$ cat src/rtl/horner_pkg.sv
// Shared constants, write-target encodings and FSM state type for the
// Horner configuration stream parser.
package horner_pkg;

  // Point-set sizes of the evaluation core.
  localparam int ORI_NUM = 4;
  localparam int INT_NUM = 6;
  localparam int LAY_NUM = 2;

  // Beat counts of each frame section, derived from the point-set sizes.
  localparam int WEIGHT_NUM = 3 * ORI_NUM + INT_NUM - LAY_NUM + 3;
  localparam int MAT_NUM    = 3;
  localparam int VEC_NUM    = ORI_NUM + INT_NUM + LAY_NUM + 3;

  // Storage write targets.
  localparam logic [1:0] SEL_WGT = 2'd0;
  localparam logic [1:0] SEL_MAT = 2'd1;
  localparam logic [1:0] SEL_VEC = 2'd2;

  // Parser states: S_CAL waits for the header, the others walk the sections.
  typedef enum logic [1:0] {
    S_CAL = 2'd0,
    S_WGT = 2'd1,
    S_MAT = 2'd2,
    S_VEC = 2'd3
  } state_e;

endpackage

$ cat src/rtl/horner_stream_parser.sv
// AXI4-Stream slave that turns one configuration frame (header, weights,
// matrix rows, point vectors) into registered storage writes, and flags
// frame completion or abort on an early tlast.
module horner_stream_parser
  import horner_pkg::*;
#(
  parameter int DATA_WIDTH = 16,
  parameter int LANES      = 4
) (
  input  logic                        s00_axis_aclk,
  input  logic                        s00_axis_aresetn,
  input  logic [LANES*DATA_WIDTH-1:0] s00_axis_tdata,
  input  logic                        s00_axis_tvalid,
  output logic                        s00_axis_tready,
  input  logic                        s00_axis_tlast,
  output logic [LANES*DATA_WIDTH-1:0] cal_num,
  output logic                        wr_en,
  output logic [1:0]                  wr_sel,
  output logic [4:0]                  wr_addr,
  output logic [LANES*DATA_WIDTH-1:0] wr_data,
  output logic                        busy,
  output logic                        frame_done,
  output logic                        frame_err
);

  localparam int BW = LANES * DATA_WIDTH;

  localparam logic [4:0] WGT_LAST = 5'(WEIGHT_NUM - 1);
  localparam logic [4:0] MAT_LAST = 5'(MAT_NUM - 1);
  localparam logic [4:0] VEC_LAST = 5'(VEC_NUM - 1);

  state_e          state_q, state_d;
  logic [4:0]      idx_q, idx_d;
  logic [BW-1:0]   cal_num_q, cal_num_d;
  logic            wr_en_q, wr_en_d;
  logic [1:0]      wr_sel_q, wr_sel_d;
  logic [4:0]      wr_addr_q, wr_addr_d;
  logic [BW-1:0]   wr_data_q, wr_data_d;
  logic            busy_q, busy_d;
  logic            done_q, done_d;
  logic            err_q, err_d;

  logic            accept_s;
  logic            sec_last_s;
  logic [1:0]      sec_sel_s;

  // The parser never backpressures; ready simply follows reset.
  assign s00_axis_tready = s00_axis_aresetn;
  assign accept_s        = s00_axis_tvalid & s00_axis_aresetn;

  // Per-section write target and terminal-index detection.
  always_comb begin
    sec_sel_s  = SEL_WGT;
    sec_last_s = 1'b0;
    case (state_q)
      S_WGT: begin
        sec_sel_s  = SEL_WGT;
        sec_last_s = (idx_q == WGT_LAST);
      end
      S_MAT: begin
        sec_sel_s  = SEL_MAT;
        sec_last_s = (idx_q == MAT_LAST);
      end
      S_VEC: begin
        sec_sel_s  = SEL_VEC;
        sec_last_s = (idx_q == VEC_LAST);
      end
      default: begin
        sec_sel_s  = SEL_WGT;
        sec_last_s = 1'b0;
      end
    endcase
  end

  // Next-state, index and output-register logic for the frame walker.
  always_comb begin
    state_d   = state_q;
    idx_d     = idx_q;
    cal_num_d = cal_num_q;
    wr_en_d   = 1'b0;
    wr_sel_d  = wr_sel_q;
    wr_addr_d = wr_addr_q;
    wr_data_d = wr_data_q;
    done_d    = 1'b0;
    err_d     = 1'b0;

    if (!accept_s) begin
      state_d = state_q;
    end else if (state_q == S_CAL) begin
      // Header beat: latch it, no storage write.
      cal_num_d = s00_axis_tdata;
      idx_d     = 5'd0;
      if (s00_axis_tlast) begin
        err_d   = 1'b1;
        state_d = S_CAL;
      end else begin
        state_d = S_WGT;
      end
    end else begin
      // Payload beat: the write is issued even if this beat aborts the frame.
      wr_en_d   = 1'b1;
      wr_sel_d  = sec_sel_s;
      wr_addr_d = idx_q;
      wr_data_d = s00_axis_tdata;
      if (s00_axis_tlast && !(state_q == S_VEC && sec_last_s)) begin
        err_d   = 1'b1;
        idx_d   = 5'd0;
        state_d = S_CAL;
      end else if (sec_last_s) begin
        idx_d = 5'd0;
        case (state_q)
          S_WGT:   state_d = S_MAT;
          S_MAT:   state_d = S_VEC;
          S_VEC: begin
            state_d = S_CAL;
            done_d  = 1'b1;
          end
          default: state_d = S_CAL;
        endcase
      end else begin
        idx_d = idx_q + 5'd1;
      end
    end

    // Busy tracks the registered state, so it drops together with done/err.
    busy_d = (state_d != S_CAL);
  end

  // State and output registers; reset discards any partial frame.
  always_ff @(posedge s00_axis_aclk or negedge s00_axis_aresetn) begin
    if (!s00_axis_aresetn) begin
      state_q   <= S_CAL;
      idx_q     <= 5'd0;
      cal_num_q <= '0;
      wr_en_q   <= 1'b0;
      wr_sel_q  <= 2'd0;
      wr_addr_q <= 5'd0;
      wr_data_q <= '0;
      busy_q    <= 1'b0;
      done_q    <= 1'b0;
      err_q     <= 1'b0;
    end else begin
      state_q   <= state_d;
      idx_q     <= idx_d;
      cal_num_q <= cal_num_d;
      wr_en_q   <= wr_en_d;
      wr_sel_q  <= wr_sel_d;
      wr_addr_q <= wr_addr_d;
      wr_data_q <= wr_data_d;
      busy_q    <= busy_d;
      done_q    <= done_d;
      err_q     <= err_d;
    end
  end

  assign cal_num    = cal_num_q;
  assign wr_en      = wr_en_q;
  assign wr_sel     = wr_sel_q;
  assign wr_addr    = wr_addr_q;
  assign wr_data    = wr_data_q;
  assign busy       = busy_q;
  assign frame_done = done_q;
  assign frame_err  = err_q;

endmodule

$ cat config.mk
export PLATFORM = sky130hd
export DESIGN_NAME = horner_stream_parser
export DESIGN_NICKNAME = d
export VERILOG_FILES = /design/src/rtl/horner_pkg.sv /design/src/rtl/horner_stream_parser.sv
export SDC_FILE = /design/constraint.sdc
export NUM_CORES = 1
export LEC_CHECK = 0
export BUFFER_PORTS_ARGS = -buffer_cell sky130_fd_sc_hd__buf_2
export CELL_PAD_IN_SITES_DETAIL_PLACEMENT = 0
export CELL_PAD_IN_SITES_GLOBAL_PLACEMENT = 2
export CORE_MARGIN = 5
export CORE_UTILIZATION = 30
export DETAILED_ROUTE_END_ITERATION = 8
export PLACE_DENSITY_LB_ADDON = 0.25
export SKIP_LAST_GASP = 1
export SYNTH_ARGS = -nofsm -noshare
export SYNTH_HDL_FRONTEND = slang
export SYNTH_SLANG_ARGS = --single-unit
export TNS_END_PERCENT = 50
$ cat constraint.sdc
create_clock -name s00_axis_aclk -period 2 [get_ports s00_axis_aclk]
set_input_delay 0.2 -clock s00_axis_aclk [delete_from_list [all_inputs] [get_ports s00_axis_aclk]]
set_output_delay 0.2 -clock s00_axis_aclk [all_outputs]
set_load 0.1 [all_outputs]
==> impl_results.md <==
- Final GP Congestion: 0.764
- Core area: 18600 um^2
- Post-Syn Area: 5650 um^2
- Width of the die: 147 um
- M3 GR Usage: 0.0352
- DP Cell Count: 916
- Antenna violations before repair: 0
- Vias in the first global route: 4460
- Post-route ant nets: 0
- Grt met2 use: 0.237
- Kind of critical path: register to register
- Routed len/inst: 15.8 um
- Initial core utilization: 0.303
- Post-Synthesis Cells: 489
- Grt peak-use layer: met2
- GRT Total Usage: 0.141
- Crit end category: register
- Mean post-synth cell area: 11.5 um^2
- Port bufs: 207
- Clock buffer depth: 2
- Min-delay worst type: input pin to register
- Die area: 21700 um^2
- Seq cells post-synth: 146
- Fill cells: 1815
- GR Overflow Total: 0
- Avg Vias per Cell: 4.39
- Clock transition at path regs: 60 ps
- HPWL after DPL: 10900 um
- CP max FO: 6
- Crit-path cells: inv_1 > ha_1 > or3_1 > o2111ai_4 > nor4_1 > a221o_1 > a21oi_2
- Max incr delay on CP: 420 ps
- Sink Count: 146
- Final Skew: 7.37 ps
- Fin crit period: 1890 ps
- Worst-margin pin slew: 607 ps
- Final WL: 15800 um
- H-tree depth: 4
- GR Util met1: 0.178
- Library cells used by synthesis: 35
- Area Growth Syn to Fin: 46.0%
- Share of cells above drive strength 1: 0.408
- DR vias: 4384
- Crit start category: register
- Worst skew pair latency: 400 ps
- Tcrit/Tclk final: 0.944
- Final Non-Filler Cells: 998
- Number of CTS-inserted buffers: 17
- Highest clock rate: 530 MHz
- Largest net degree at the start of global routing: 95
- Iter 0 DRT Violations: 116
- Syn Nets: 564
- Register area share after synthesis: 0.647
- Req. time, crit path: 2340 ps
- Status: complete, no violations
- Synth warn: 0
- Final nets: 827
- Slew headroom: 0.596
- Critical Path Slowest Stage Cell: or3_1
- CTS tree: built
- Max_cap viols: 0
- Worst Path Arrival: 2220 ps
- Root Driver: clkbuf_16
- DRT Pass-1 Iters: 4
- Final Setup Violations: 0
- # diodes: 0
- Endpoints failing hold: 0
- Max-slew violations: 0
- # rows: 50
- Die height: 147 um
- First-pass GRT wire length: 24400 um
- Top-Level Pins: 208
- DRC: 0
-- flip-flops by register name, indices dropped and copies added (netlist names) --
signal	cells
idx_q	5
wr_en	1
cal_num	64
busy	1
wr_sel	2
frame_err	1
wr_addr	5
wr_data	64
frame_done	1
state_q	2
-- final cells by class --
cell class / count / area (um^2) / share of cell area
sequential: 146 / 3650 / 0.443
multi-input combinational: 316 / 1910 / 0.231
timing repair buffer: 266 / 1700 / 0.206
clock buffer: 19 / 443 / 0.0537
tap: 234 / 293 / 0.0355
clock inverter: 12 / 230 / 0.0279
inverter: 5 / 18.8 / 0.00228
-- through the flow --
stage                     hold WS, ps  setup TNS, ps  cell area, um^2  utilization  setup WS (ps)
final                            16.2              0             8240        0.442            112
after detailed placement         17.8              0             7020        0.376           55.8
after CTS                       0.497              0             8160        0.438           31.8
after floorplan                 -95.6              0             5650            -            228
after global routing             7.55         -0.486             8240        0.442         -0.486
after global placement           17.4              0             7020        0.376            122
-- repair_timing --
action,CTS,global route
hold endpoints to repair,147,0
gates resized for setup,0,7
hold buffers,47,0
setup endpoints to repair,0,70
buffers inserted,0,2
-- synth_stat cells (all sizes together) --
library cell / number / area, um^2
dfrtp: 146 / 3650
nand3: 2 / 10.0
nand2: 203 / 769
nor3: 3 / 20.0
and3: 1 / 11.3
nor2b: 2 / 12.5
nor4: 1 / 6.26
a21oi: 2 / 13.8
a221o: 1 / 10.0
mux2i: 1 / 10.0
or2: 1 / 6.26
nor2: 8 / 30.0
ha: 7 / 87.6
a211o: 1 / 8.76
buf: 18 / 81.3
o2111ai: 2 / 35.0
or3: 1 / 6.26
clkbuf: 4 / 15.0
nand3b: 1 / 7.51
and2: 1 / 6.26
inv: 5 / 18.8
a31oi: 3 / 18.8
mux2: 68 / 766
o21bai: 1 / 7.51
o211a: 1 / 10.0
o21ai: 5 / 25.0
-- layout by cell type (no fill, tap or decap), drive strengths merged, types with 2 or more instances in the layout --
master       instances
nor3                 3
clkinv               3
o2111ai              2
clkinvlp             2
inv                  6
nor2b                2
nor2                 8
nand2              203
a21oi                2
nand3                2
buf                217
clkbuf              21
o21ai                5
dlygate4sd3         47
ha                   7
mux2                68
a31oi                3
bufinv               6
dfrtp              146
-- logic make-up after synthesis --
family / share of synthesized area
multiplexers: 0.137
AO/OA/AOI/OAI: 0.0228
flip-flops: 0.647
adder cells (fa/ha/maj): 0.0155
AND/OR/NAND/NOR: 0.157
buffers and inverters: 0.0204
-- metal layers --
metal | part of all wire | vias up
li1 | - | 2110
met2 | 0.50 | 106
met1 | 0.44 | 2157
met5 | 0 | -
met3 | 0.044 | 11
met4 | 0.014 | 0
-- worst paths after layout --
check / startpoint / to / slack (ps) / cells after the start
worst max-delay path: state_q[0] / busy / 110 / 7
worst min-delay path: s00_axis_tdata[63] / wr_data[63] / 20 / 3
worst max register to register: state_q[0] / busy / 110 / 7
worst min register to register: wr_data[5] / wr_data[5] / 470 / 2
max in group asynchronous: s00_axis_aresetn / wr_data[53] / 1010 / 3
min in group asynchronous: s00_axis_aresetn / state_q[0] / 180 / 2
-- critical path, delay by kind of cell, from the launching register on --
family | cells | cell delay (ps)
buf+inv | 1 | 110
simple gates | 2 | 500
fa+ha+maj | 1 | 250
flops | 1 | 390
compound gates | 3 | 570
Power is left out: the tool's default activity adds up to more than one toggle a clock period on the data nets, which glitch-free logic cannot reach.
